**src/rtl/seg_scan_driver.sv**
```systemverilog
// Two-digit multiplexed 7-segment scanner with inter-digit blanking,
// a per-frame byte latch and an optional blink that gates whole frames.
module seg_scan_driver #(
  parameter int unsigned REFRESH_DIV    = 50000,
  parameter int unsigned BLANK_CYC      = 16,
  parameter int unsigned BLINK_FRAMES   = 64,
  parameter bit          SEG_ACTIVE_LOW = 1'b0
) (
  input  logic       clk,
  input  logic       rst,
  input  logic [7:0] data_in,
  input  logic       blink_en,
  output logic [1:0] sel,
  output logic [6:0] data_out,
  output logic       frame_tick
);

  localparam int unsigned CNT_MAX = (REFRESH_DIV > BLANK_CYC) ? REFRESH_DIV : BLANK_CYC;
  localparam int unsigned CW      = (CNT_MAX > 1) ? $clog2(CNT_MAX) : 1;
  localparam int unsigned FW      = (BLINK_FRAMES > 1) ? $clog2(BLINK_FRAMES) : 1;
  localparam bit          HAS_BLANK  = (BLANK_CYC != 0);
  localparam logic [CW-1:0] SCAN_LAST  = CW'(REFRESH_DIV - 1);
  localparam logic [CW-1:0] BLANK_LAST = HAS_BLANK ? CW'(BLANK_CYC - 1) : '0;
  localparam logic [FW-1:0] FRAME_LAST = FW'(BLINK_FRAMES - 1);
  localparam logic [6:0]    SEG_OFF    = SEG_ACTIVE_LOW ? 7'h7F : 7'h00;

  typedef enum logic [1:0] {
    SCAN_D0,
    BLANK0,
    SCAN_D1,
    BLANK1
  } state_e;

  state_e        state_q, state_d;
  logic [CW-1:0] cnt_q, cnt_d;
  logic [FW-1:0] frame_cnt_q, frame_cnt_d;
  logic [7:0]    shadow_q, shadow_d;
  logic          blink_phase_q, blink_phase_d;
  logic          frame_phase_q, frame_phase_d;
  logic [1:0]    sel_q, sel_d;
  logic [6:0]    seg_q, seg_d;
  logic          tick_q, tick_d;
  logic          state_chg;
  logic          enter_d0;

  function automatic logic [6:0] hex_to_seg(input logic [3:0] nib);
    logic [6:0] raw;
    case (nib)
      4'h0:    raw = 7'h3F;
      4'h1:    raw = 7'h06;
      4'h2:    raw = 7'h5B;
      4'h3:    raw = 7'h4F;
      4'h4:    raw = 7'h66;
      4'h5:    raw = 7'h6D;
      4'h6:    raw = 7'h7D;
      4'h7:    raw = 7'h07;
      4'h8:    raw = 7'h7F;
      4'h9:    raw = 7'h6F;
      4'hA:    raw = 7'h77;
      4'hB:    raw = 7'h7C;
      4'hC:    raw = 7'h39;
      4'hD:    raw = 7'h5E;
      4'hE:    raw = 7'h79;
      default: raw = 7'h71;
    endcase
    return SEG_ACTIVE_LOW ? ~raw : raw;
  endfunction

  always_comb begin
    state_d = state_q;
    cnt_d   = cnt_q + 1'b1;
    case (state_q)
      SCAN_D0: if (cnt_q == SCAN_LAST) begin
        cnt_d   = '0;
        state_d = HAS_BLANK ? BLANK0 : SCAN_D1;
      end
      BLANK0: if (cnt_q == BLANK_LAST) begin
        cnt_d   = '0;
        state_d = SCAN_D1;
      end
      SCAN_D1: if (cnt_q == SCAN_LAST) begin
        cnt_d   = '0;
        state_d = HAS_BLANK ? BLANK1 : SCAN_D0;
      end
      default: if (cnt_q == BLANK_LAST) begin
        cnt_d   = '0;
        state_d = SCAN_D0;
      end
    endcase
  end

  assign state_chg = (state_d != state_q);
  assign enter_d0  = state_chg && (state_d == SCAN_D0);

  // Outputs are computed from the state being entered and then held, so the
  // registered pins change on the same edge as the state register.
  // frame_phase holds the phase seen at frame start so both digits agree.
  always_comb begin
    shadow_d      = shadow_q;
    frame_cnt_d   = frame_cnt_q;
    blink_phase_d = blink_phase_q;
    frame_phase_d = frame_phase_q;
    sel_d         = sel_q;
    seg_d         = seg_q;
    tick_d        = 1'b0;
    if (enter_d0) begin
      shadow_d      = data_in;
      tick_d        = 1'b1;
      frame_phase_d = blink_phase_q;
      if (frame_cnt_q == FRAME_LAST) begin
        frame_cnt_d   = '0;
        blink_phase_d = ~blink_phase_q;
      end else begin
        frame_cnt_d = frame_cnt_q + 1'b1;
      end
    end
    if (state_chg) begin
      case (state_d)
        SCAN_D0: begin
          sel_d = 2'b01;
          seg_d = (blink_en && blink_phase_q) ? SEG_OFF : hex_to_seg(data_in[3:0]);
        end
        SCAN_D1: begin
          sel_d = 2'b10;
          seg_d = (blink_en && frame_phase_q) ? SEG_OFF : hex_to_seg(shadow_q[7:4]);
        end
        default: begin
          sel_d = 2'b00;
          seg_d = SEG_OFF;
        end
      endcase
    end
  end

  always_ff @(posedge clk or posedge rst) begin
    if (rst) begin
      state_q       <= BLANK1;
      cnt_q         <= '0;
      frame_cnt_q   <= '0;
      shadow_q      <= '0;
      blink_phase_q <= 1'b0;
      frame_phase_q <= 1'b0;
      sel_q         <= 2'b00;
      seg_q         <= SEG_OFF;
      tick_q        <= 1'b0;
    end else begin
      state_q       <= state_d;
      cnt_q         <= cnt_d;
      frame_cnt_q   <= frame_cnt_d;
      shadow_q      <= shadow_d;
      blink_phase_q <= blink_phase_d;
      frame_phase_q <= frame_phase_d;
      sel_q         <= sel_d;
      seg_q         <= seg_d;
      tick_q        <= tick_d;
    end
  end

  assign sel        = sel_q;
  assign data_out   = seg_q;
  assign frame_tick = tick_q;

endmodule
```
**config.mk**
```make
export PLATFORM = sky130hd
export DESIGN_NAME = seg_scan_driver
export DESIGN_NICKNAME = d
export VERILOG_FILES = /design/src/rtl/seg_scan_driver.sv
export SDC_FILE = /design/constraint.sdc
export NUM_CORES = 1
export LEC_CHECK = 0
export BUFFER_PORTS_ARGS = -buffer_cell sky130_fd_sc_hd__buf_2
export CAP_MARGIN = 30
export CORE_ASPECT_RATIO = 0.7
export CORE_MARGIN = 10
export CORE_UTILIZATION = 36
export CTS_BUF_LIST = sky130_fd_sc_hd__clkbuf_16
export CTS_CLUSTER_SIZE = 16
export DETAILED_ROUTE_END_ITERATION = 10
export PLACE_DENSITY_LB_ADDON = 0.2
export SYNTH_ARGS = -nofsm -noshare
export SYNTH_HDL_FRONTEND = slang
export SYNTH_SLANG_ARGS = --single-unit
```
**constraint.sdc**
```tcl
create_clock -name clk -period 2.01 [get_ports clk]
set_clock_uncertainty 0.15 [all_clocks]
set_input_delay 0.1005 -clock clk [delete_from_list [all_inputs] [get_ports clk]]
set_output_delay 0.1005 -clock clk [all_outputs]
set_load 0.05 [all_outputs]
```
* Word-level counts from Yosys, hierarchy flattened
Memories as Yosys holds them, arrays and structs flattened.
Cells that the tools add are included.
** Storage, ports and cells
- Input port bits :: 11
- Memories kept :: 2
- ROM bits :: 224
- Word-level logic and storage cells :: 42
- Register bits :: 44
- Output and inout port bits :: 10
** Memories
- (name not given) :: words 16, bits a word 7, read ports 1, clocked after memory_dff 0, write ports 0, RTL line 48 : case (nib)
- (name not given) :: words 16, bits a word 7, read ports 1, clocked after memory_dff 0, write ports 0, RTL line 48
** Operators by class
- Bitwise logic cells :: 1
- Add/sub/neg operators :: 2
- Mux-type cells :: 14
- Equality and inequality tests :: 7
- Reductions and logical operators :: 7
** Operators by type and width (number)
- two-way mux 16 bit :: 3
- adder 16 x 1 -> 16 bit (second input constant) :: 1
- equality test 16 bit (second input constant) :: 1
- equality test 16 x 4 -> 1 bit (second input constant) :: 1
- two-way mux 7 bit :: 2
- one-hot mux 7 bit (2 select lines) :: 1
- two-way mux 2 bit :: 4
- adder 6 x 1 -> 6 bit (second input constant) :: 1
- equality test 6 bit (second input constant) :: 1
- two-way mux 6 bit :: 1
- one-hot mux 2 bit (3 select lines) :: 1
- equality test 2 bit (second input constant) :: 2
- zero test 2 bit :: 2
- one-hot mux 2 bit (2 select lines) :: 1
- logical AND 1 bit :: 3
- equality test 2 x 1 -> 1 bit (second input constant) :: 1
- inequality test 2 bit :: 1
- AND reduction 2 bit :: 1
- OR reduction 2 bit :: 1
- two-way mux 1 bit :: 1
- inverter 1 bit :: 1

* Depth between registers and ports, before layout
Gate-level depths: netlist of the first run.
- Depth after elaboration :: 6
- Mapped depth :: 8
- Mapped depth without buffers :: 7

* Worst setup path before layout of the first run
Ideal clock, no wire load.
- Path type :: register -> register
- From :: reg cnt_q[6]
- To :: reg frame_cnt_q[1]
- Buffers on the path :: 1
- Library setup time :: 125 ps
- Arrival :: 1775 ps
- Stages on the path, launching flop included :: 6
- Setup slack :: -40 ps
- Period minus slack after synthesis :: 2050 ps
- Required time :: 1735 ps
- Path through :: dfrtp_1 or4_4 nor3b_4 nand3_2 buf_6 mux2_4
** Between the ends
- Longest elaborated chain between the ends :: 5
- Elaborated cells on any way between the ends :: 10
- Those cells by class :: eq/ne: 3; mux: 5; reduce/logical: 2
** Ends and longest elaborated chain
- from (decl) :: RTL line 35 : logic [CW-1:0] cnt_q, cnt_d;
- from (signal assigned) :: RTL line 148 : cnt_q <= cnt_d;
- equality test 16 x 4 -> 1 bit / equality test 16 bit (equally long branches)
- two-way mux 2 bit, on equally long branches
- one-hot mux 2 bit (3 select lines) (*) :: RTL line 72 : case (state_q)
- inequality test 2 bit / zero test 2 bit (equally long branches) :: RTL line 92, 93
- logical AND 1 bit (*) :: RTL line 93 : assign enter_d0 = state_chg && (state_d == SCAN_D0);
- to (signal assigned) :: RTL line 149 : frame_cnt_q <= frame_cnt_d;
- to (decl) :: RTL line 36 : logic [FW-1:0] frame_cnt_q, frame_cnt_d;
Mark *: on every way between the ends. The rest lies on a longest branch, timed or not.
A chain may end at the register's enable or synchronous reset.

* Worst setup path after layout of the first run
- From :: reg cnt_q[9]
- To :: reg frame_cnt_q[1]
The elaborated chain is that of the path after synthesis.

==> reports/summary.md, run 1 <==
The run finished, with violations left. The final reports fail on negative setup slack. Clock latency on the worst-skew pair, taken at its later pin, is 0.28 ns. The area fraction of the dominant cell type after synthesis is 41.9%.

The count of different cell masters after synthesis was 50; the number of register bits inferred by synthesis was 40. Mean post-synth cell area: 9.70 µm². The post-route minimum period came out at 2.03 ns. The worst hold slack across all endpoints was 0.157 ns; the power per cell area was 583 nW/µm².

The worst setup path is of the flop to flop kind. Post-layout net count: 301. Row generation in the floorplan step produced 24 rows. From bottom edge to top edge, the die measures 86.4 µm. Once detailed placement completed, the half-perimeter wirelength came to 3750 µm. The area growth from synthesis to layout is 23.5%. The area of placed instances came out at 2590 µm². Buffers placed on the I/O ports in this run total 20.

Headroom to the max-slew limit came out at 64.9%. For the largest net degree at the start of global routing, the log shows 41. In the synthesized netlist, the cells that appear most often are sky130_fd_sc_hd__dfrtp_1 (38), sky130_fd_sc_hd__nand2_1 (23), sky130_fd_sc_hd__nor2_1 (19), sky130_fd_sc_hd__o21ai_0 (14). The first routing iteration left 77 violations. The wire length of the first global-routing pass was 8190 µm.

By instance count, the leading cell after synthesis is sky130_fd_sc_hd__dfrtp_1. The via count of the first global-routing pass is 1,580. The number of cells on the worst hold path came out at 4. Predominant post-synthesis flop cell: sky130_fd_sc_hd__dfrtp_1. Synthesis produced a netlist with a net count of 255. The antenna cell count came out at 0. In the global route stage, overall resource usage came out at 10.1%.

Yosys attributes the largest share of cell area to sky130_fd_sc_hd__dfrtp_1 (42%), sky130_fd_sc_hd__ha_1 (5.5%), sky130_fd_sc_hd__xor2_1 (3.9%). The final weighted congestion in routability-driven placement is 0.837, and the initial antenna violation count is 0. At the worst endpoint, the required time is 2.02 ns. Data on the critical path arrives at its endpoint at 2.04 ns. For the pin with the worst max-slew slack, the measured transition is 0.527 ns.

The startpoint identified for the worst hold timing path is data_in[1]. For the hold violation count in the final report, the log shows 0. In this run, CTS created clock tree buffers numbering 5. Setup repair after global routing could not meet its margin everywhere.

The logs give 4 for the number of search-and-repair iterations in the first detailed-routing pass and 1.33 nW for the standby leakage power. The max-slew violation count is 0, and the final standard cell area without fillers is 2800 µm². The final critical path takes up 101% of the cycle.

STA classifies the critical path endpoint as a flop. The leftover overflow at the end of global routing is 0, and the floorplan die area is 9930 µm². Timing would allow up to 492 MHz. The number of H-tree branching levels was 2; the setup violation total in the final timing report was 6. Origin of the critical flop-to-flop path: cnt_q[9]$_DFF_PP0_. The highest net fanout along the worst path is 5, and the layout filler cell count is 599. In the final routed layout, each cell accounts on average for 13.9 µm.

The post-route netlist has 24.3% of its cells at a drive strength greater than 1. The number of remaining DRC errors is 0, and the number of buffers inserted to repair setup after CTS is 0. The residual antenna-violating net count after detailed routing is 0, and the per-cell via count in the routed design is 4.98.

Sink count of the clock tree: 40. The reg-to-reg critical path endpoint is frame_cnt_q[1]$_DFFE_PP0P_. The path with the worst hold slack has its endpoint at data_out[6]$_DFFE_PP0N_.

Sequential-to-total area share from yosys stat: 44.2%. After synthesis, the share of flip-flops with an asynchronous set or reset is 100%. The worst setup path is launched from a flop. The floorplan step set the die width to 115 µm. In this run the register-to-register setup slack is -0.02 ns.

TritonCTS built the clock tree. The tools report the number of ports placed on the die boundary as 21. Worst hold path class: input port to flop.

The synthesized design contains 0 enable-type register cells. Once the floorplan was initialized, standard cells occupied 36.7% of the core. The total wire length was 4970 µm. The cell taking the most area after synthesis was sky130_fd_sc_hd__dfrtp_1.

The cell at the root of the clock tree is sky130_fd_sc_hd__clkbuf_16. In this run the deepest clock path goes through 2 buffers. The worst-case IR drop observed on VDD is 0.000328 V. The minimum setup slack in the final design was -0.0236 ns; the depth of the worst register-to-register path was 5.

The core outline area was 6190 µm². Across the run, the number of max-cap violations was 0. Yosys printed 0 warnings. Synthesis handed over a netlist of 234 instances. The run gives 2270 µm² as the synthesized cell area. Clock transition at the registers of the reported paths: 0.06 ns. Detailed routing inserted a total of 1,784 vias.
cells by family after synthesis:
family	synth area share [%]
simple gates	20.0
compound gates	13.5
flops	44.2
buf+inv	4.19
xor+xnor	7.33
fa+ha+maj	5.51
mux	5.29
final cells by class:
cell class / instances / area (µm²) / area share, %
sequential: 40 / 1000 / 35.8
inverter: 13 / 48.8 / 1.74
clock inverter: 2 / 7.51 / 0.268
timing repair buffer: 47 / 327 / 11.7
clock buffer: 5 / 125 / 4.46
multi-input combinational: 173 / 1190 / 42.6
tap: 78 / 97.6 / 3.48
how the worst max path moves through the flow:
stage	startpoint	endpoint	slack, ns	cells past startpoint
finish	cnt_q[9]$_DFF_PP0_	frame_cnt_q[1]$_DFFE_PP0P_	-0.02	5
global route	cnt_q[9]$_DFF_PP0_	frame_cnt_q[3]$_DFFE_PP0P_	-0.1	5
CTS	cnt_q[14]$_DFF_PP0_	frame_cnt_q[1]$_DFFE_PP0P_	-0.02	5
detailed placement	cnt_q[14]$_DFF_PP0_	frame_cnt_q[1]$_DFFE_PP0P_	-0.01	5
global placement	cnt_q[14]$_DFF_PP0_	frame_cnt_q[1]$_DFFE_PP0P_	0.01	5
floorplan	cnt_q[8]$_DFF_PP0_	frame_cnt_q[1]$_DFFE_PP0P_	0.0008	5
timing repair:
item,4_1_cts,5_1_grt
cloned,0,0
hold endpoints to repair,42,0
pin swaps,0,5
hold buffers,5,0
gates resized for setup,2,13
endpoints found under the setup margin,4,18
layout by cell type, fill, tap and decap left out, types with 4 or more instances in the layout:
cell type | netlist | routed
sky130_fd_sc_hd__buf_2 | 1 | 20
sky130_fd_sc_hd__o21ai_1 | 2 | 5
sky130_fd_sc_hd__xor2_1 | 10 | 10
sky130_fd_sc_hd__buf_4 | 0 | 19
sky130_fd_sc_hd__o211ai_1 | 4 | 4
sky130_fd_sc_hd__dlygate4sd3_1 | 0 | 5
sky130_fd_sc_hd__nand4_1 | 7 | 7
sky130_fd_sc_hd__nand2_1 | 23 | 21
sky130_fd_sc_hd__dfrtp_1 | 38 | 38
sky130_fd_sc_hd__ha_1 | 10 | 10
sky130_fd_sc_hd__nand3_1 | 13 | 13
sky130_fd_sc_hd__xnor2_1 | 9 | 9
sky130_fd_sc_hd__inv_1 | 13 | 13
sky130_fd_sc_hd__a21oi_1 | 10 | 10
sky130_fd_sc_hd__o21ai_0 | 14 | 9
sky130_fd_sc_hd__clkbuf_16 | 0 | 5
sky130_fd_sc_hd__nor2_1 | 19 | 19
per-layer routing:
metal	vias up	GRT usage [%]	routed length [µm]
met1	830	16.1	2760
met5	-	0	0
li1	926	-	-
met2	25	12.7	1930
met3	3	2.97	262
met4	0	2.02	21
registers in the layout, summed over array words and instances, names as in the netlist:
signal,count
shadow_q,4
cnt_q,16
state_q,2
blink_phase_q,1
sel,2
data_out,7
frame_tick,1
frame_phase_q,1
frame_cnt_q,6
through the flow:
stage	worst slack, ns	TNS, ns	std cells	power (W)	utilization [%]
CTS	-0.0207	-0.0282	358	0.00167	44.8
global placement	0.0119	0	346	0.000910	41.8
floorplan	0.000776	0	234	0.000880	-
finish	-0.0236	-0.0625	358	0.00163	45.3
detailed placement	-0.0136	-0.0144	346	0.000910	41.8
global route	-0.0966	-1.46	358	0.00171	45.3
critical path: stages, from the launching register on:
cell and delay [ns]:
sky130_fd_sc_hd__dfrtp_1 0.37, sky130_fd_sc_hd__or4_4 0.55, sky130_fd_sc_hd__nor3b_4 0.28, sky130_fd_sc_hd__nand3_4 0.13
sky130_fd_sc_hd__buf_6 0.15, sky130_fd_sc_hd__mux2_4 0.28
power by group:
part	internal, W	switching, W	total (W)
Combinational	0.0000404	0.0000511	0.0000915
Sequential	0.000807	0.00000402	0.000811
Clock	0.000444	0.000288	0.000732
(Power assumes the default switching activity.)
==> inputs of run 2 (changes only) <==
--- a/config.mk
+++ b/config.mk
@@ -14,6 +14,7 @@
 export CTS_CLUSTER_SIZE = 16
 export DETAILED_ROUTE_END_ITERATION = 10
 export PLACE_DENSITY_LB_ADDON = 0.2
+export SETUP_SLACK_MARGIN = 0.5
 export SYNTH_ARGS = -nofsm -noshare
 export SYNTH_HDL_FRONTEND = slang
 export SYNTH_SLANG_ARGS = --single-unit
==> reports/summary.md, run 2 (synthesis results as in run 1) <==
The flow ran to the end, but the final reports show violations. The checks that failed: negative setup slack. The run gives 5330 µm as the total wire length. Leaving out fill and tap cells, the most frequent cell in the layout is sky130_fd_sc_hd__dfrtp_1. The worst hold slack across all endpoints was 0.160 ns; the HPWL reported at the end of detailed placement was 3750 µm. The completed layout was analyzed and its total power is 0.00165 W. The most critical setup path has its startpoint at cnt_q[14]$_DFF_PP0_.

The via count of the first global-routing pass was 1,833; the average routed wire per standard cell was 14.6 µm. The routed design could run at a clock period as short as 2.04 ns. The critical path start-end classification was flop to flop.

In the layout the commonest cells are sky130_fd_sc_hd__dfrtp_1 (38), sky130_fd_sc_hd__buf_2 (20), sky130_fd_sc_hd__nand2_1 (19), sky130_fd_sc_hd__buf_4 (19), sky130_fd_sc_hd__inv_1 (15). The worst register-to-register path has a setup slack of -0.03 ns. The final layout contains 306 nets.

The number of search-and-repair iterations in the first detailed-routing pass was 4; the hold violation count in the final report was 0. Cells fill 48.4% of the core in the end. The final weighted congestion in routability-driven placement is 0.796.

For the wire length of the first global-routing pass, the log shows 9040 µm. The logs give 0.28 ns for the clock network latency to the later pin of the worst-skew pair and 10.9% for the total routing usage reported by global routing. Headroom to the max-slew limit came out at 65.6%.

Measured along the y axis, the die boundary spans 86.4 µm. In this run the tool buffered the top-level ports with 20 buffer cells. Initial antenna violation count: 0. Clock tree synthesis selected as its root buffer the cell sky130_fd_sc_hd__clkbuf_16. For this block, the via count after detailed routing is 1,884. The tools report the max-slew violation count as 0. For the worst flop-to-flop path, the logic depth is 7. The final critical path takes up 101% of the cycle. Counting both buffers and inverters, the worst setup path holds a total of 2. The number of cells on the worst hold path came out at 4. The origin of the critical flop-to-flop path was cnt_q[14]$_DFF_PP0_.

The tools report the required time reported for the critical path endpoint as 2.07 ns. cnt_q holds more flip-flops than any other register. Entering global routing, the biggest net connects 41 pins. Once placement completed, the tool counted placed cells totaling 345. The worst-case IR drop observed on VDD is 0.000298 V. In this run, CTS created clock tree buffers numbering 5. The run gives 2 as the maximum buffer depth of the clock tree. 21 I/O pins were placed.

On the critical path, the stage with the largest delay is an instance of sky130_fd_sc_hd__or4_4. The die is 115 µm wide. In this run the worst setup path terminates at data_out[2]$_DFFE_PP0N_. Power spread over the standard cell area amounts to 551 nW/µm². The repair_antennas step left the layout with diodes totalling 0.

The H-tree generated during clock tree synthesis spans 2 levels. The endpoint identified for the worst register-to-register timing path is data_out[2]$_DFFE_PP0N_. The delay contributed by the slowest stage of the critical path is 0.56 ns. STA classifies the critical path endpoint as a flop.

Clock-pin slew was measured on the worst setup and hold paths at 0.06 ns. Setup repair after global routing could not meet its margin everywhere. TritonCTS built the clock tree. The number of remaining DRC errors is 0, and the core outline area is 6190 µm². For this run the aggregate overflow at the end of global routing stands at 0.

Once detail routing completed, the nets flagged for antenna violations numbered 0. The analysis attributes to cell leakage a power of 1.43 nW. Leaving out filler cells and counting taps, the final layout contains 364. For the floorplan die area, the log shows 9930 µm². The run gives 0 as the number of max-capacitance violations reported. The path class of the tightest hold or removal check is input port to flop. In the final layout, the share of cells above drive strength 1 is 34.6%. The starting density of the core was 36.7%. The run gives -0.0264 ns as the minimum setup slack in the final design. The type of origin of the critical path is a flop. The count of routing violations after the opening detailed-route iteration was 64; the critical path depth in cells was 7. The highest net fanout along the worst path was 5. Traced cell by cell, the critical path runs through or4_4, buf_4, buf_6, o22ai_2, and3b_2, a31oi_1, o21ai_1. Derived from the worst setup path, the maximum achievable clock frequency is 491 MHz. Setup violations remaining at the end of the flow were counted as 5. The register with the most flip-flops in the layout has 16 of them. Cell class contributing the biggest share of worst-path delay: simple AND/OR/NAND/NOR gates. For the worst path arrival time, the log shows 2.09 ns. The area growth from synthesis to layout came out at 32.0%. The slew at the pin closest to its max-slew limit was 0.516 ns.

The logs give 40 for the sink count of the clock tree and 24 for the number of standard-cell rows in the floorplan. After detailed routing, the number of vias per cell comes to 5.18.
## run 2: changes by cell type in the layout (fill, tap and decap cells not counted), sizes merged
cell | previous run | this run
buf | 42 | 47
clkinv | 2 | 1
inv | 13 | 15
## run 2: where the power goes
part            total, W  internal [W]  switching [W]
Clock           0.000745      0.000446       0.000298
Combinational  0.0000938     0.0000410      0.0000527
Sequential      0.000811      0.000807     0.00000417
## run 2: metrics by stage
step | setup TNS, ns | setup slack [ns] | cell area (µm²)
after CTS | -0.128 | -0.0582 | 2830
after global placement | -0.120 | -0.0396 | 2590
after floorplan | 0 | 0.00306 | 2280
final | -0.0895 | -0.0264 | 3000
after detailed placement | -0.243 | -0.0685 | 2590
after global routing | -1.72 | -0.136 | 3000
## run 2: layout make-up
type	count	area (µm²)
clock inverter	3	11.3
tap	78	97.6
inverter	13	48.8
fill	589	3190
sequential	40	1000
multi-input combinational	173	1330
timing repair buffer	52	383
clock buffer	5	125
## run 2: timing repair
action / in CTS / in global routing
buffers inserted: 2 / 4
pin swaps: 2 / 12
resized for setup: 18 / 37
endpoints found under the hold margin: 42 / 0
gates cloned: 0 / 0
setup endpoints to repair: 35 / 37
hold buffers: 5 / 0
## run 2: worst min path at each step
stage / start / end
5_1_grt: data_in[0] / data_out[1]$_DFFE_PP0N_
2_1_floorplan: data_in[4] / shadow_q[4]$_DFFE_PP0P_
3_5_place_dp: rst / frame_cnt_q[0]$_DFFE_PP0P_
3_3_place_gp: rst / frame_cnt_q[0]$_DFFE_PP0P_
6_report: data_in[0] / data_out[1]$_DFFE_PP0N_
4_1_cts: data_in[0] / data_out[1]$_DFFE_PP0N_
## run 2: tightest hold or removal path, cell delays in order
cell	delay [ns]
sky130_fd_sc_hd__buf_2	0.12
sky130_fd_sc_hd__a32oi_1	0.12
sky130_fd_sc_hd__a21oi_2	0.16
sky130_fd_sc_hd__o21ai_2	0.07
## run 2: per-layer routing
layer / part of all wire (%) / wire, µm / GRT usage [%] / vias to the layer above
met5: 0 / 0 / 0 / -
met4: 0.71 / 38 / 2.35 / 0
met3: 4.0 / 212 / 2.76 / 5
met2: 42 / 2210 / 15.1 / 28
met1: 54 / 2860 / 16.5 / 918
li1: - / - / - / 933
